==> src/rtl/cartoon_filter.sv <==
`default_nettype none
// ============================================================================
// Module  : cartoon_filter
// Brief   : 3x3 Gaussian blur + posterize of the centre pixel, forced black on
//           a Sobel edge; 3-stage pipeline with global stall and frame counter.
// Rev     : 1.0  initial release
// ============================================================================
module cartoon_filter #(
  parameter logic [10:0] EDGE_THRESH  = 11'd200,
  parameter int          QUANT_BITS   = 2,
  parameter int          FRAME_PIXELS = 307200
) (
  input  logic         clk,
  input  logic         n_rst,
  input  logic [215:0] window_in,
  input  logic         window_valid,
  output logic         window_ready,
  output logic [23:0]  pixel_out,
  output logic         pixel_valid,
  input  logic         pixel_ready,
  output logic         pixel_done,
  output logic         frame_done
);

  localparam int                 c_CNT_W = (FRAME_PIXELS > 1) ? $clog2(FRAME_PIXELS) : 1;
  localparam logic [c_CNT_W-1:0] c_LAST  = c_CNT_W'(FRAME_PIXELS - 1);
  localparam logic [7:0]         c_QMASK = 8'(8'hFF << QUANT_BITS);
  // log2 of the 1-2-1 / 2-4-2 / 1-2-1 Gaussian weights, row-major
  localparam int                 c_SH [9] = '{0, 1, 0, 1, 2, 1, 0, 1, 0};

  logic               r_v1, r_v2, r_v3;
  logic [11:0]        r_sum  [3];
  logic [7:0]         r_luma [9];
  logic               r_edge;
  logic [23:0]        r_blur;
  logic [23:0]        r_pix;
  logic               r_pdone, r_fdone;
  logic [c_CNT_W-1:0] r_cnt;

  logic               w_adv, w_accept, w_xfer;
  logic [11:0]        w_sum  [3];
  logic [7:0]         w_luma [9];
  logic [10:0]        w_gx, w_gy, w_mag;
  logic               w_edge;
  logic [23:0]        w_blur;

  function automatic logic [10:0] col3(input logic [7:0] a, input logic [7:0] b,
                                       input logic [7:0] c);
    return {3'b000, a} + {2'b00, b, 1'b0} + {3'b000, c};
  endfunction

  function automatic logic [10:0] abs11(input logic [10:0] x);
    return x[10] ? (~x + 11'd1) : x;
  endfunction

  assign w_adv        = !r_v3 || pixel_ready;
  assign w_accept     = window_valid && w_adv;
  assign w_xfer       = r_v3 && pixel_ready;
  assign window_ready = w_adv;

  always_comb begin : p_s1
    logic [23:0] px;
    px = '0;
    for (int c = 0; c < 3; c++) w_sum[c] = '0;
    for (int k = 0; k < 9; k++) begin
      px        = window_in[215-24*k -: 24];
      w_luma[k] = 8'(({2'b00, px[23:16]} + {1'b0, px[15:8], 1'b0} + {2'b00, px[7:0]}) >> 2);
      for (int c = 0; c < 3; c++)
        w_sum[c] = w_sum[c] + ({4'b0000, px[23-8*c -: 8]} << c_SH[k]);
    end
  end

  // Gradients are formed modulo 2^11, which holds the full +/-1020 range
  always_comb begin : p_s2
    w_gx   = col3(r_luma[2], r_luma[5], r_luma[8]) - col3(r_luma[0], r_luma[3], r_luma[6]);
    w_gy   = col3(r_luma[6], r_luma[7], r_luma[8]) - col3(r_luma[0], r_luma[1], r_luma[2]);
    w_mag  = abs11(w_gx) + abs11(w_gy);
    w_edge = w_mag > EDGE_THRESH;
    w_blur = {r_sum[0][11:4] & c_QMASK, r_sum[1][11:4] & c_QMASK, r_sum[2][11:4] & c_QMASK};
  end

  always_ff @(posedge clk) begin
    if (n_rst) begin
      r_v1    <= 1'b0;
      r_v2    <= 1'b0;
      r_v3    <= 1'b0;
      r_edge  <= 1'b0;
      r_blur  <= '0;
      r_pix   <= '0;
      r_pdone <= 1'b0;
      r_fdone <= 1'b0;
      r_cnt   <= '0;
      for (int c = 0; c < 3; c++) r_sum[c]  <= '0;
      for (int k = 0; k < 9; k++) r_luma[k] <= '0;
    end else begin
      r_pdone <= w_accept;
      r_fdone <= w_xfer && (r_cnt == c_LAST);
      if (w_xfer)
        r_cnt <= (r_cnt == c_LAST) ? '0 : r_cnt + c_CNT_W'(1);
      if (w_adv) begin
        r_v1   <= w_accept;
        r_v2   <= r_v1;
        r_v3   <= r_v2;
        r_edge <= w_edge;
        r_blur <= w_blur;
        r_pix  <= r_edge ? 24'h000000 : r_blur;
        for (int c = 0; c < 3; c++) r_sum[c]  <= w_sum[c];
        for (int k = 0; k < 9; k++) r_luma[k] <= w_luma[k];
      end
    end
  end

  assign pixel_out   = r_pix;
  assign pixel_valid = r_v3;
  assign pixel_done  = r_pdone;
  assign frame_done  = r_fdone;

endmodule
`default_nettype wire

==> config.mk <==
export PLATFORM = sky130hd
export DESIGN_NAME = cartoon_filter
export DESIGN_NICKNAME = d
export VERILOG_FILES = /design/src/rtl/cartoon_filter.sv
export SDC_FILE = /design/constraint.sdc
export NUM_CORES = 1
export LEC_CHECK = 0
export BUFFER_PORTS_ARGS = -buffer_cell sky130_fd_sc_hd__clkbuf_2
export CAP_MARGIN = 20
export CORE_ASPECT_RATIO = 0.7
export CORE_MARGIN = 3
export CORE_UTILIZATION = 37
export DETAILED_ROUTE_END_ITERATION = 8
export GPL_TIMING_DRIVEN = 0
export HOLD_SLACK_MARGIN = 0.12
export SYNTH_ARGS = -nofsm -noshare
export SYNTH_HDL_FRONTEND = slang
export SYNTH_SLANG_ARGS = --single-unit
==> constraint.sdc <==
create_clock -name clk -period 6.04 [get_ports clk]
set_input_delay 0.604 -clock clk [delete_from_list [all_inputs] [get_ports clk]]
set_output_delay 0.604 -clock clk [all_outputs]
set_load 0.02 [all_outputs]
Word-level counts from Yosys, hierarchy flattened
Memory sizes are Yosys's and may differ from the RTL's. A register that Yosys moved wholly into a read port is not among the register bits.
Cells that the tools add are included.
{"block": "word_totals", "regBits": 49, "latchBits": 0, "ramBits": 108, "romBits": 0, "inputBits": 220, "out_inout_bits": 28, "word_cells": 108, "mem_count": 2}
{"block": "classes", "addsub": 56, "n_mul": 0, "n_div": 0, "order_cmp": 1, "n_eq_ne": 1, "shifts": 0, "mux": 21, "bitwise_logic": 14, "reduce_logical": 5}
{"name": "r_luma", "words": 9, "word_bits": 8, "rd": 8, "rd_ports_with_merged_regs": 0, "write_ports": 9, "line": "33", "source": "logic [7:0] r_luma [9];"}
{"name": "r_sum", "words": 3, "word_bits": 12, "rd": 3, "rd_ports_with_merged_regs": 3, "write_ports": 3, "line": "32", "source": "logic [11:0] r_sum [3];"}
{"op": "adder 8 x 9 -> 10 bit", "count": 16}
{"op": "adder 10 x 8 -> 10 bit", "count": 9}
{"op": "adder 10 x 8 -> 11 bit", "count": 7}
{"op": "adder 12 x 8 -> 12 bit", "count": 6}
{"op": "adder 12 x 9 -> 12 bit", "count": 6}
{"op": "2-to-1 mux 8 bit", "count": 9}
{"op": "adder 11 x 9 -> 12 bit", "count": 3}
{"op": "adder 12 x 10 -> 12 bit", "count": 3}
{"op": "2-to-1 mux 12 bit", "count": 3}
{"op": "2-to-1 mux 24 bit", "count": 1}
{"op": "adder 11 x 1 -> 11 bit (second input constant)", "count": 2}
{"op": "2-to-1 mux 11 bit", "count": 2}
{"op": "NOT 11 bit", "count": 2}
{"op": "subtractor 11 bit", "count": 2}
{"op": "adder 19 x 1 -> 19 bit (second input constant)", "count": 1}
{"op": "equality test 19 bit (second input constant)", "count": 1}
{"op": "2-to-1 mux 19 bit", "count": 1}
{"op": "bitwise OR 1 bit", "count": 12}
{"op": "adder 11 bit", "count": 1}
{"op": "greater-than comparator 11 x 8 -> 1 bit (second input constant)", "count": 1}
{"op": "2-to-1 mux 1 bit", "count": 5}
{"op": "logical AND 1 bit", "count": 3}
{"op": "logical NOT 1 bit", "count": 1}
{"op": "logical OR 1 bit", "count": 1}

Longest topological paths before layout
{"block": "depth", "depth_word": 9, "ltp_mapped": 26}

Worst setup path after synthesis
Ideal clock, no wire load.
{"block": "synth_timing", "path_kind": "reg-to-reg", "from": "memory r_luma[6][2] (netlist: r_luma[3][2])", "to": "register r_edge", "setup_ns": 0.086, "arrival_time_ns": 5.931, "t_required_ns": 5.954, "setup_slack_ns": 0.024, "stages_incl_launch_ff": 26, "n_path_buf": 1, "path_cell_list": "edfxtp_1 > inv_1 > fa_1 > fa_1 > inv_1 > fa_1 > inv_1 > ha_1 > a211oi_1 > nor2_1 > o31a_1 > o311a_1 > o21ai_0 > nand2b_1 > clkbuf_1 > nor2_1 > xnor2_1 > ha_1 > nor2b_1 > o21bai_1 > a21boi_0 > or4_1 > a31o_2 > a21oi_1 > xnor3_1 > a211oi_1"}
{"element": "from (decl)", "line": "33"}
{"element": "to (signal assigned)", "line": "104", "source": "r_edge <= w_edge;"}
{"element": "to (decl)", "line": "34", "source": "logic r_edge;"}

==> out/results.ini <==
[cells_and_area]
seq_area_mm2=0.00368
finish.net_count=2379
layout.cells.non_filler=2307
drive_gt1_share_pct=20.7
multi_input_area_mm2=0.0114
fillerInstances=3945
area.growth.synth_to_final_pct=18.8

[timing]
fin_crit_period_ns=6.01
fin_crit_sh_pct=99.5
finalHoldViolations=0
fmax_mhz=166
timing.clock.skew_ns=0.0168
worst_pin_slew_ns=0.842
slew-limit-headroom_pct=43.8
setup_viol=0
grt_setup_unrepaired=true
maxSlewViolCount=0

[logic_synthesis]
synth-seq-cells=143
synth-seq-area-share_pct=23.3
synth_commonest_cells=fa_1 (280), inv_1 (242), ha_1 (132), nor2_1 (130), edfxtp_1 (82)
synth-warning-count=0
synth.top_cell.area_share_pct=35.4
synth.most_common_cell=fa_1
synth-edff-count=82
top_cells_by_area_in_the_synthesized_netlist=fa_1 (35%), edfxtp_1 (16%), ha_1 (10%)
post_synth_inst_count=1458
yosysTopAreaCell=fa_1
syn_area_mm2=0.0158
postSynth.asyncResetShare_pct=0
distinct_cell_type_count_after_synthesis=66
postSynth.topFlopCell=edfxtp_1
synth_area_per_cell_um2=10.9

[routing]
detail_route.drc_violations=0
detailroute.via_count=11400
postRouteAntennaNets=0
totalWireLength_um=47600
vias_per_cell=4.92
post_drt_wl_per_cell_um=20.6
detailedRoute.firstPassIterationCount=5
initial_drt_markers=631

[clock_network]
cts_max_level=4
cts_sinks=143
postCtsHoldBufs=0
worst_setup_hold_path_clk_slew_ns=0.07
cts_buffer_depth=2
clock_tree_from_tritoncts=built
cts-buffers-inserted=17
clk_latency_ns=0.43
cts_root_buffer=clkbuf_16

[global_route]
grt_max_degree=56
global_route.usage.total_pct=22.0
grt_pass1_vias=12500
gr-total-overflow=0
grt_first_pass_wirelength_um=73200
grt_antenna_before_repair=4

[setup_path]
timing.critical_path.required_ns=6.39
setup_crit_path_kind=flip-flop to flip-flop
critical_path_peak_fanout=5
critical_path_arrival_ns=6.36
crit_path_start_kind=flip-flop
setup.worst_path.end_class=flip-flop

[die]
initial_utilization_pct=38.1
die_w_um=253
core_box_area_mm2=0.0416
dieArea_mm2=0.0453
fp-row-count=62
chipHeight_um=179
design.portCount=248

[placement]
placement.io_buffers=241
place.gp.congestion=0.964
hpwl_um=42900
place_inst=2249

[run]
cap_viol_max_count=0

[status]
status=complete, no violations

[min_path]
min_path_type=primary input to flip-flop

final timing paths:
check                                  start                      to  slack, ns  cells after the start
setup / recovery  r_luma[1][2]$_SDFFCE_PN0P_     r_edge$_SDFFE_PP0N_       0.03                     24
hold / removal                  window_valid   pixel_done$_SDFF_PP0_       0.45                      2
setup reg to reg  r_luma[1][2]$_SDFFCE_PN0P_     r_edge$_SDFFE_PP0N_       0.03                     24
hold reg to reg       r_blur[3]$_SDFFE_PP0N_  r_blur[3]$_SDFFE_PP0N_       0.46                      2
area by class of cell:
cell class              instances  area share (%)
diodes                          3          0.0399
plain buffers                  27           0.666
clock buffers                  19            2.42
clock inverters                13           0.619
inverters                     242            4.84
multi-input cells            1050            60.7
flip-flops and latches        143            19.6
well taps                     544            3.62
repair buffers                266            7.54
flip-flops by register name, summed over array words and instances, names as in the netlist:
| name | count |
|---|---|
| r_v1 | 1 |
| r_edge | 1 |
| r_blur | 18 |
| r_v2 | 1 |
| pixel_out | 18 |
| r_sum | 18 |
| r_luma | 64 |
| frame_done | 1 |
| pixel_done | 1 |
| pixel_valid | 1 |
| r_cnt | 19 |
critical path, stage by stage (launching register included):
cell and delay (ns):
edfxtp_1 0.41, buf_4 0.16, fa_1 0.46, fa_1 0.57
inv_2 0.04, fa_1 0.53, inv_2 0.05, ha_4 0.22
a211oi_4 0.27, nor2_4 0.07, o31a_1 0.27, o311a_1 0.30
o21ai_2 0.19, nand2b_4 0.13, nor2b_2 0.18, xnor2_2 0.12
ha_1 0.31, nand2_1 0.12, o21bai_4 0.15, a21boi_4 0.08
or4_4 0.43, a31o_4 0.25, a21oi_4 0.11, xnor3_2 0.29
a211oi_2 0.22
kinds of logic (layout without fill, tap and decap cells):
| logic type | Yosys count | in the layout | share of synthesized area [%] |
|---|---|---|---|
| mux | 3 | 3 | 0.206 |
| fa+ha+maj | 412 | 412 | 45.9 |
| buf+inv | 270 | 567 | 6.55 |
| simple gates | 314 | 314 | 9.50 |
| compound gates | 214 | 214 | 8.90 |
| flops | 143 | 143 | 23.3 |
| other cells | 1 | 9 | 0.0237 |
| xor+xnor | 101 | 101 | 5.68 |
layout by cell type, fill, tap and decap left out, types with 29 or more instances in the layout:
master    instances
a21o_1           30
ha_1            126
edfxtp_1         82
clkbuf_2        241
xor2_1           37
inv_1           232
xnor2_1          62
nor2_1          127
dfxtp_1          61
a21oi_1          72
buf_4            29
nand2_1          66
fa_1            279
routing by layer:
layer  track usage [%]  routed length [um]  part of all wire [%]
met5                 0                  13                 0.027
met4              4.49                 634                   1.3
met3              8.48                4410                   9.3
met2              33.4               20800                    44
met1              30.1               21700                    46
per-stage QoR:
stage          setup WS [ns]  setup TNS [ns]  utilization (%)  hold slack (ns)  cell area (um^2)
3_3_place_gp          -0.768          -0.768             42.6            0.441             17700
4_1_cts             -0.00947        -0.00947             44.8            0.437             18600
3_5_place_dp          -0.745          -0.745             42.7            0.448             17800
5_1_grt               -0.211          -0.211             45.2            0.462             18800
6_report              0.0294               0             45.2            0.452             18800
2_1_floorplan         0.0238               0                -            0.426             15800
timing repair:
item | 4_1_cts | 5_1_grt
resized for setup | 37 | 25
pin swaps | 34 | 29
endpoints found under the setup margin | 1 | 1
buffers inserted | 18 | 6
Power is not shown: default switching activity piles up to over one toggle a cycle in this logic, so the estimate is an artifact.
